$ cat config.mk
export PLATFORM = sky130hd
export DESIGN_NAME = max_pool_2x2_stream_flat
export DESIGN_NICKNAME = d
export VERILOG_FILES = /design/src/rtl/max_pool_2x2_stream_if.sv /design/src/rtl/max_pool_2x2_stream.sv /design/src/flat_wrapper.sv
export SDC_FILE = /design/constraint.sdc
export NUM_CORES = 1
export LEC_CHECK = 0
export CAP_MARGIN = 20
export CORE_ASPECT_RATIO = 1.2
export CORE_MARGIN = 4
export CORE_UTILIZATION = 45
export CTS_BUF_LIST = sky130_fd_sc_hd__clkbuf_2
export CTS_CLUSTER_SIZE = 10
export DETAILED_ROUTE_END_ITERATION = 10
export DONT_BUFFER_PORTS = 1
export SYNTH_ARGS = -nofsm -noshare
export SYNTH_HDL_FRONTEND = slang
export SYNTH_SLANG_ARGS = --single-unit
$ cat constraint.sdc
create_clock -name clk -period 4.75 [get_ports clk]
set_clock_uncertainty 0.1 [all_clocks]
set_input_delay 0.475 -clock clk [delete_from_list [all_inputs] [get_ports clk]]
set_output_delay 0.475 -clock clk [all_outputs]
set_load 0.01 [all_outputs]
$ cat src/rtl/max_pool_2x2_stream_if.sv
`default_nettype none
// +--------------------------------------------------------------------------+
// | max_pool_2x2_stream_if                                                   |
// | Valid/ready stream bundle for the 2x2 max-pool stage (pixel in,          |
// | pooled result out).                                                      |
// | Rev 1.0 - initial release                                                |
// +--------------------------------------------------------------------------+
interface max_pool_2x2_stream_if #(
  parameter int DATA_W = 18
);
  logic                     in_valid;
  logic                     in_ready;
  logic signed [DATA_W-1:0] in_data;
  logic                     out_valid;
  logic                     out_ready;
  logic signed [DATA_W-1:0] out_data;
  logic                     out_last;

  // Pooling stage side: consumes pixels, produces pooled results.
  modport slave (
    input  in_valid, in_data, out_ready,
    output in_ready, out_valid, out_data, out_last
  );

  // Surrounding pipeline side: supplies pixels, absorbs results.
  modport master (
    output in_valid, in_data, out_ready,
    input  in_ready, out_valid, out_data, out_last
  );
endinterface
`default_nettype wire

$ cat src/rtl/max_pool_2x2_stream.sv
`default_nettype none
// +--------------------------------------------------------------------------+
// | max_pool_2x2_stream                                                      |
// | Streaming 2x2 / stride-2 signed max-pool over a raster-order frame.      |
// | Even rows leave horizontal-pair maxima in a half-width line buffer;      |
// | odd rows combine them with their own pair maxima to emit one result.     |
// | Rev 1.0 - initial release                                                |
// +--------------------------------------------------------------------------+
module max_pool_2x2_stream #(
  parameter int In_d_W = 18,
  parameter int IMG_W  = 28,
  parameter int IMG_H  = 28
) (
  input  wire logic               clk,
  input  wire logic               clr_n,
  input  wire logic               frame_rst,
  max_pool_2x2_stream_if.slave    bus
);

  localparam int COL_W    = $clog2(IMG_W);
  localparam int ROW_W    = $clog2(IMG_H);
  localparam int IDX_W    = (IMG_W / 2 > 1) ? $clog2(IMG_W / 2) : 1;
  localparam int LB_DEPTH = 1 << IDX_W;

  logic [COL_W-1:0]         col;
  logic [ROW_W-1:0]         row;
  logic signed [In_d_W-1:0] h_max;
  logic signed [In_d_W-1:0] pool_data;
  logic                     pool_valid;
  logic                     pool_last;
  logic signed [In_d_W-1:0] lbuf [LB_DEPTH];

  logic                     in_ready;
  logic                     accept;
  logic                     advance;
  logic                     col_last;
  logic                     row_last;
  logic [IDX_W-1:0]         lb_idx;
  logic signed [In_d_W-1:0] in_px;
  logic signed [In_d_W-1:0] h_pair;
  logic signed [In_d_W-1:0] lb_rd;
  logic signed [In_d_W-1:0] v_max;
  logic                     lb_wr;
  logic                     pool_load;

  // Input may enter whenever the output register is empty or draining.
  assign in_ready  = ~pool_valid | bus.out_ready;
  assign accept    = bus.in_valid & in_ready;
  // A restart discards whatever beat happens to be offered that cycle.
  assign advance   = accept & ~frame_rst;

  assign col_last  = (col == COL_W'(IMG_W - 1));
  assign row_last  = (row == ROW_W'(IMG_H - 1));
  assign lb_idx    = IDX_W'(col >> 1);
  assign in_px     = bus.in_data;

  // Signed comparisons: both operands are declared signed.
  assign h_pair    = (in_px > h_max) ? in_px : h_max;
  assign lb_rd     = lbuf[lb_idx];
  assign v_max     = (lb_rd > h_pair) ? lb_rd : h_pair;

  assign lb_wr     = advance & col[0] & ~row[0];
  assign pool_load = advance & col[0] & row[0];

  assign bus.in_ready  = in_ready;
  assign bus.out_valid = pool_valid;
  assign bus.out_data  = pool_data;
  assign bus.out_last  = pool_last;

  // Raster position counters, advanced once per accepted pixel.
  always_ff @(posedge clk or negedge clr_n) begin
    if (!clr_n) begin
      col <= '0;
      row <= '0;
    end else if (frame_rst) begin
      col <= '0;
      row <= '0;
    end else if (accept) begin
      if (col_last) begin
        col <= '0;
        row <= row_last ? '0 : row + ROW_W'(1);
      end else begin
        col <= col + COL_W'(1);
      end
    end
  end

  // Left pixel of each horizontal pair is held until its right partner arrives.
  always_ff @(posedge clk or negedge clr_n) begin
    if (!clr_n) begin
      h_max <= '0;
    end else if (advance && !col[0]) begin
      h_max <= in_px;
    end
  end

  // Even-row pair maxima wait here until the odd row below reads them back.
  always_ff @(posedge clk) begin
    if (lb_wr) begin
      lbuf[lb_idx] <= h_pair;
    end
  end

  // Output register: a new result wins over draining; otherwise hold until taken.
  always_ff @(posedge clk or negedge clr_n) begin
    if (!clr_n) begin
      pool_valid <= 1'b0;
      pool_data  <= '0;
      pool_last  <= 1'b0;
    end else if (frame_rst) begin
      pool_valid <= 1'b0;
      pool_last  <= 1'b0;
    end else if (pool_load) begin
      pool_valid <= 1'b1;
      pool_data  <= v_max;
      pool_last  <= row_last & col_last;
    end else if (bus.out_ready) begin
      pool_valid <= 1'b0;
    end
  end

endmodule
`default_nettype wire

$ cat src/flat_wrapper.sv
// flat-port wrapper written by rule: the top's interface ports become plain ports
module max_pool_2x2_stream_flat 
#(
  parameter int In_d_W = 18,
  parameter int IMG_W  = 28,
  parameter int IMG_H  = 28
)
  (clk, clr_n, frame_rst, bus_in_valid, bus_in_data, bus_out_ready, bus_in_ready, bus_out_valid, bus_out_data, bus_out_last);
  max_pool_2x2_stream_if #(.DATA_W((18))) bus_i ();
  input  wire logic clk;
  input  wire logic clr_n;
  input  wire logic frame_rst;
  input wire logic [$bits(bus_i.in_valid)-1:0] bus_in_valid;
  input wire logic [$bits(bus_i.in_data)-1:0] bus_in_data;
  input wire logic [$bits(bus_i.out_ready)-1:0] bus_out_ready;
  output wire logic [$bits(bus_i.in_ready)-1:0] bus_in_ready;
  output wire logic [$bits(bus_i.out_valid)-1:0] bus_out_valid;
  output wire logic [$bits(bus_i.out_data)-1:0] bus_out_data;
  output wire logic [$bits(bus_i.out_last)-1:0] bus_out_last;
  assign bus_i.in_valid = bus_in_valid;
  assign bus_i.in_data = bus_in_data;
  assign bus_i.out_ready = bus_out_ready;
  assign bus_in_ready = bus_i.in_ready;
  assign bus_out_valid = bus_i.out_valid;
  assign bus_out_data = bus_i.out_data;
  assign bus_out_last = bus_i.out_last;
  max_pool_2x2_stream #(.In_d_W(In_d_W), .IMG_W(IMG_W), .IMG_H(IMG_H)) u_core (.clk(clk), .clr_n(clr_n), .frame_rst(frame_rst), .bus(bus_i));
endmodule
After elaboration in Yosys (flattened, before gate mapping)
Memories as Yosys holds them, arrays and structs flattened. Index checks and enable logic that the tools add are counted.

Register bits: 48. RAM bits: 288. Input bits: 23. Output and inout bits: 21. Logic and storage cells: 47. Memories: 1.

Memory list: u_core.lbuf (depth 16, width 18, read ports 1, clocked after Yosys merged registers in 0, wr ports 1, line max_pool_2x2_stream.sv:31) `logic signed [In_d_W-1:0] lbuf [LB_DEPTH];`.

Add/subtract/negate cells: 2. $lt $le $gt $ge: 2. Equal/unequal tests: 2. Mux-type cells: 16. Bitwise logic cells: 10. Reductions and logical operators: 8.

Operators with widths (number): greater-than comparator 18 bit (2); two-way mux 18 bit (2); two-way mux 5 bit (7); adder 5 x 1 -> 5 bit, second input constant (2); equality test 5 bit, second input constant (2); two-way mux 1 bit (7); bitwise AND 1 bit (6); nonzero test 2 bit (3); AND reduction 2 bit (2); inverter 1 bit (3); nonzero test 3 bit (1); logical AND 1 bit (1); logical NOT 1 bit (1); OR 1 bit (1).

Depth between registers and ports, before layout
Word-level depth: 8. Mapped depth: 19.

Least setup slack after synthesis
Ideal clock, no wire load.

Path type: input-to-reg. From: input bus_in_data[15]. To: register u_core.pool_data[1] (netlist: u_core.bus.out_data[1]). Library setup time: 0.135 ns. Data arrival time: 4.147 ns. Required time: 4.515 ns. Slack: 0.367 ns. Cell stages on the path: 17. Path through: ha_1 a21o_1 a211o_1 a2111oi_2 o21ai_1 o211ai_2 buf_6 buf_12 mux2i_2 ha_1 nand3_1 nor4_1 o31ai_1 a221o_1 nand3_1 buf_4 o211ai_1.

Word-level cells in the longest chain between the ends: 4.

Ends and longest elaborated chain: start, declared (line flat_wrapper.sv:14) `input wire logic [$bits(bus_i.in_data)-1:0] bus_in_data;`; greater-than comparator 18 bit (line max_pool_2x2_stream.sv:58) `assign h_pair = (in_px > h_max) ? in_px : h_max;`; two-way mux 18 bit * (line max_pool_2x2_stream.sv:58); greater-than comparator 18 bit (line max_pool_2x2_stream.sv:60) `assign v_max = (lb_rd > h_pair) ? lb_rd : h_pair;`; two-way mux 18 bit * (line max_pool_2x2_stream.sv:60); end signal, assigned (line max_pool_2x2_stream.sv:115) `pool_data <= v_max;`; end, declared (line max_pool_2x2_stream.sv:28) `logic signed [In_d_W-1:0] pool_data;`.

Mark *: on every way between the ends. The rest lies on a longest branch, timed or not. A chain may end at the register's enable or synchronous reset.

Worst setup path in the final report
From: register u_core.h_max[15]. To: register u_core.pool_data[0] (netlist: u_core.bus.out_data[0]).

Word-level cells in the longest chain between the ends: 4.

Ends and longest elaborated chain: start, declared (line max_pool_2x2_stream.sv:27) `logic signed [In_d_W-1:0] h_max;`; start signal, assigned (line max_pool_2x2_stream.sv:93) `h_max <= in_px;`; greater-than comparator 18 bit (line max_pool_2x2_stream.sv:58); two-way mux 18 bit * (line max_pool_2x2_stream.sv:58); greater-than comparator 18 bit (line max_pool_2x2_stream.sv:60); two-way mux 18 bit * (line max_pool_2x2_stream.sv:60).

Marked as above.

==> run summary <==
post-route cell area - 0.0160 mm2
commonest cells after routing, fill and taps aside - edfxtp_1, clkbuf_2, mux4_2, nand2_1, dfrtp_1
min-delay src - bus_in_data[2]
Max Fclk - 217 MHz
gr usage total - 19.2%
TritonRoute pass-1 iters - 5
die area - 0.0344 mm2
crit path kind - flop to flop
largest net degree at the start of global routing - 49
vias in the first global route - 8320
Post-Layout Cell Count - 1344
CP max FO - 18
critical path capture point type - flop
initial antenna violation count - 1
root buffer cell - clkbuf_2
Pwr Total - 6.37 mW
MaxCap Viol Count - 0
Synth warnings - 0
I/O pin total - 44
Slowest-stage cell, CP - nor4_2
FF-to-FF End - u_core.bus.out_data[0]
filler instances - 2456
final wirelength - 32.6 mm
CTS buffer count - 81
multi-input combinational cell area - 0.00411 mm2
Die W - 170 um
Initial Util - 46.1%
Final Hold Viols - 0
Tmin final - 4.60 ns
Cell variety after synth - 48
Worst path top cell family by delay - compound AO/OA/AOI/OAI gates
drt drc - 0
CP required - 5.44 ns
I/O Buffers - 0
Synth Area in XOR/XNOR - 0%
first-pass GRT wire length - 49.5 mm
Synth Area in Simple Gates - 4.83%
num rows - 70
flops & latches, synth - 336
Reg area - 0.00986 mm2
Max H-tree Level - 3
synthesized-area fraction occupied by adder cells - 3.36%
clk buf depth - 3
post-synthesis cell area - 0.0142 mm2
HPWL after DPL - 19.4 mm
Data arrival, critical path - 5.29 ns
HP Class - input port to flop
WL per Instance - 24.2 um
area delta synth->final - 13.0%
share of cells above drive strength 1 - 30.0%
vias - 7811
die height - 202 um
CTS tree - done
placed cells - 1172
Reg2Reg Launch Point - u_core.h_max[15]
setup violators final - 0
CP dominant cell by count - ha_1
postcts setup bufs - 0
post-synthesis compound-gate area fraction - 3.87%
P_leak - 5.55 nW
maximum VDD drop - 0.233 mV
Layout Nets - 946
Worst-path clk slew - 0.11 ns
Synthesized Nets - 846
R2R depth - 18
drt via density - 5.81
CP endpoint - u_core.bus.out_data[0]
Detailed Route Iter0 Violations - 587
Final TNS setup - 0 ns
Worst setup startpoint - u_core.h_max[15]
Cells after Synth - 785
fin. max-slew vios - 0
Placed Area - 0.0149 mm2
crit path buf inv count - 3
number of synthesized flops with an enable pin - 288
Max-slew headroom - 39.0%
R2R Setup Slk - 0.15 ns
core area - 0.0307 mm2
PwrDens - 398 mW/mm2
mean post-synth cell area - 18.0 um2
Levels on crit path - 18
grt ovf - 0
Post-synth top flop - edfxtp_1
largest family of logic cells by synthesized area - multiplexers
crit-path cells - inv_1 > ha_1 > a21o_1 > a211o_1 > a2111oi_2 > o21ai_1 > o211ai_2 > buf_12 > mux2i_2 > ha_1 > nand3_1 > nor4_2 > o31ai_1 > a221o_1 > nand2_1 > buf_4 > nor2_1 > a21bo_1
commonest non-fill, non-tap cell in the layout - edfxtp_1
Async SR Flop Fraction - 14.3%
multiplexer share of the synthesized area - 16.1%
worst-margin pin slew - 0.913 ns
Worst-Skew Late Latency - 0.91 ns
CP startpoint kind - flop
Seq/Total Area, Yosys - 69.5%
status - finished clean
GPL Wtd Cong - 0.935
antenna-violating nets left - 0
Max stage delay on crit path - 0.47 ns
Clock Sink Count - 336
fin crit share - 96.8%
[through the flow]
stage / setup slack (ns) / hold WS, ns / utilization (%)
5_1_grt: -0.0396 / 0.0977 / 52.1
3_3_place_gp: 0.228 / 0.0807 / 48.3
6_report: 0.152 / 0.175 / 52.1
3_5_place_dp: 0.117 / 0.0808 / 48.3
2_1_floorplan: 0.367 / 0.0794 / -
4_1_cts: 0.184 / 0.0977 / 52.1
[final cells by class]
cell class	instances	share of cell area (%)
Clock inverter	39	1.99
Antenna cell	1	0.0156
Timing Repair Buffer	54	3.47
Inverter	39	0.914
Tap cell	396	3.09
Sequential cell	336	61.6
Multi-Input combinational cell	373	25.6
Clock buffer	106	3.31
[power breakdown]
group          internal [mW]  total [mW]  switching, mW
Clock                  0.945        2.10           1.16
Sequential              3.43        3.46         0.0306
Combinational          0.292       0.810          0.519
Total                   4.66        6.37           1.71
[layer usage]
metal  global-route usage (%)  vias to the layer above  part of all wire, %
met5                        0                        -                    0
met3                     4.93                       47                  6.8
met2                     32.4                      286                   51
met4                     6.05                        0                  1.7
li1                         -                     3393                    -
met1                     24.5                     4085                   40
[worst min path at each step]
stage                        endpoint  depth (start not counted)
2_1_floorplan  u_core.bus.out_data[0]                          0
3_3_place_gp            u_core.col[0]                          0
3_5_place_dp            u_core.col[0]                          0
4_1_cts               u_core.h_max[2]                          3
5_1_grt               u_core.h_max[2]                          3
6_report              u_core.h_max[2]                          3
[sequential cells by signal, indices dropped and copies added (netlist names)]
| register | flops |
|---|---|
| u_core.lbuf | 288 |
| u_core.bus.out_data | 18 |
| u_core.h_max | 18 |
| u_core.col | 5 |
| u_core.row | 5 |
| u_core.bus.out_last | 1 |
| u_core.bus.out_valid | 1 |
[cells by family after synthesis]
kind of cell / Yosys count
compound gates: 77
fa+ha+maj: 38
mux: 111
simple gates: 147
flops: 336
buf+inv: 76
[repair_timing]
action | CTS | global route
hold buffers | 26 | 0
hold endpoints to repair | 112 | 0
resized for setup | 0 | 1
setup endpoints to repair | 0 | 15
[cells in the mapped netlist (2+ instances only)]
cell,number,share of area (%)
and3_1,2,0.088
o31ai_1,2,0.11
buf_4,2,0.11
nor2b_1,2,0.088
nand4_1,5,0.22
a21oi_1,18,0.64
nor3_1,11,0.39
nand3_1,27,0.95
or3_1,3,0.13
dfrtp_1,48,8.5
a21o_1,4,0.21
a211oi_1,4,0.21
buf_1,3,0.079
nor2_1,27,0.72
mux2_2,2,0.16
buf_2,12,0.42
mux2i_1,9,0.64
mux4_2,90,14
ha_1,38,3.4
nand3b_1,2,0.11
o211ai_1,7,0.37
nand2b_1,3,0.13
edfxtp_1,288,61
o21ai_0,21,0.74
and4_1,2,0.12
nand2_1,55,1.5
nor3b_1,3,0.16
o211ai_2,11,0.97
clkbuf_1,18,0.48
inv_1,39,1.0
mux2i_2,10,0.97
[worst min-delay path: cells and delay by family]
family	cells	cell delay (ns)
and+or+nand+nor	1	0.05
AOI/OAI and AO/OA	1	0.07
buffers and inverters	1	0.56
Note: power is estimated with default switching activity, not from simulation.
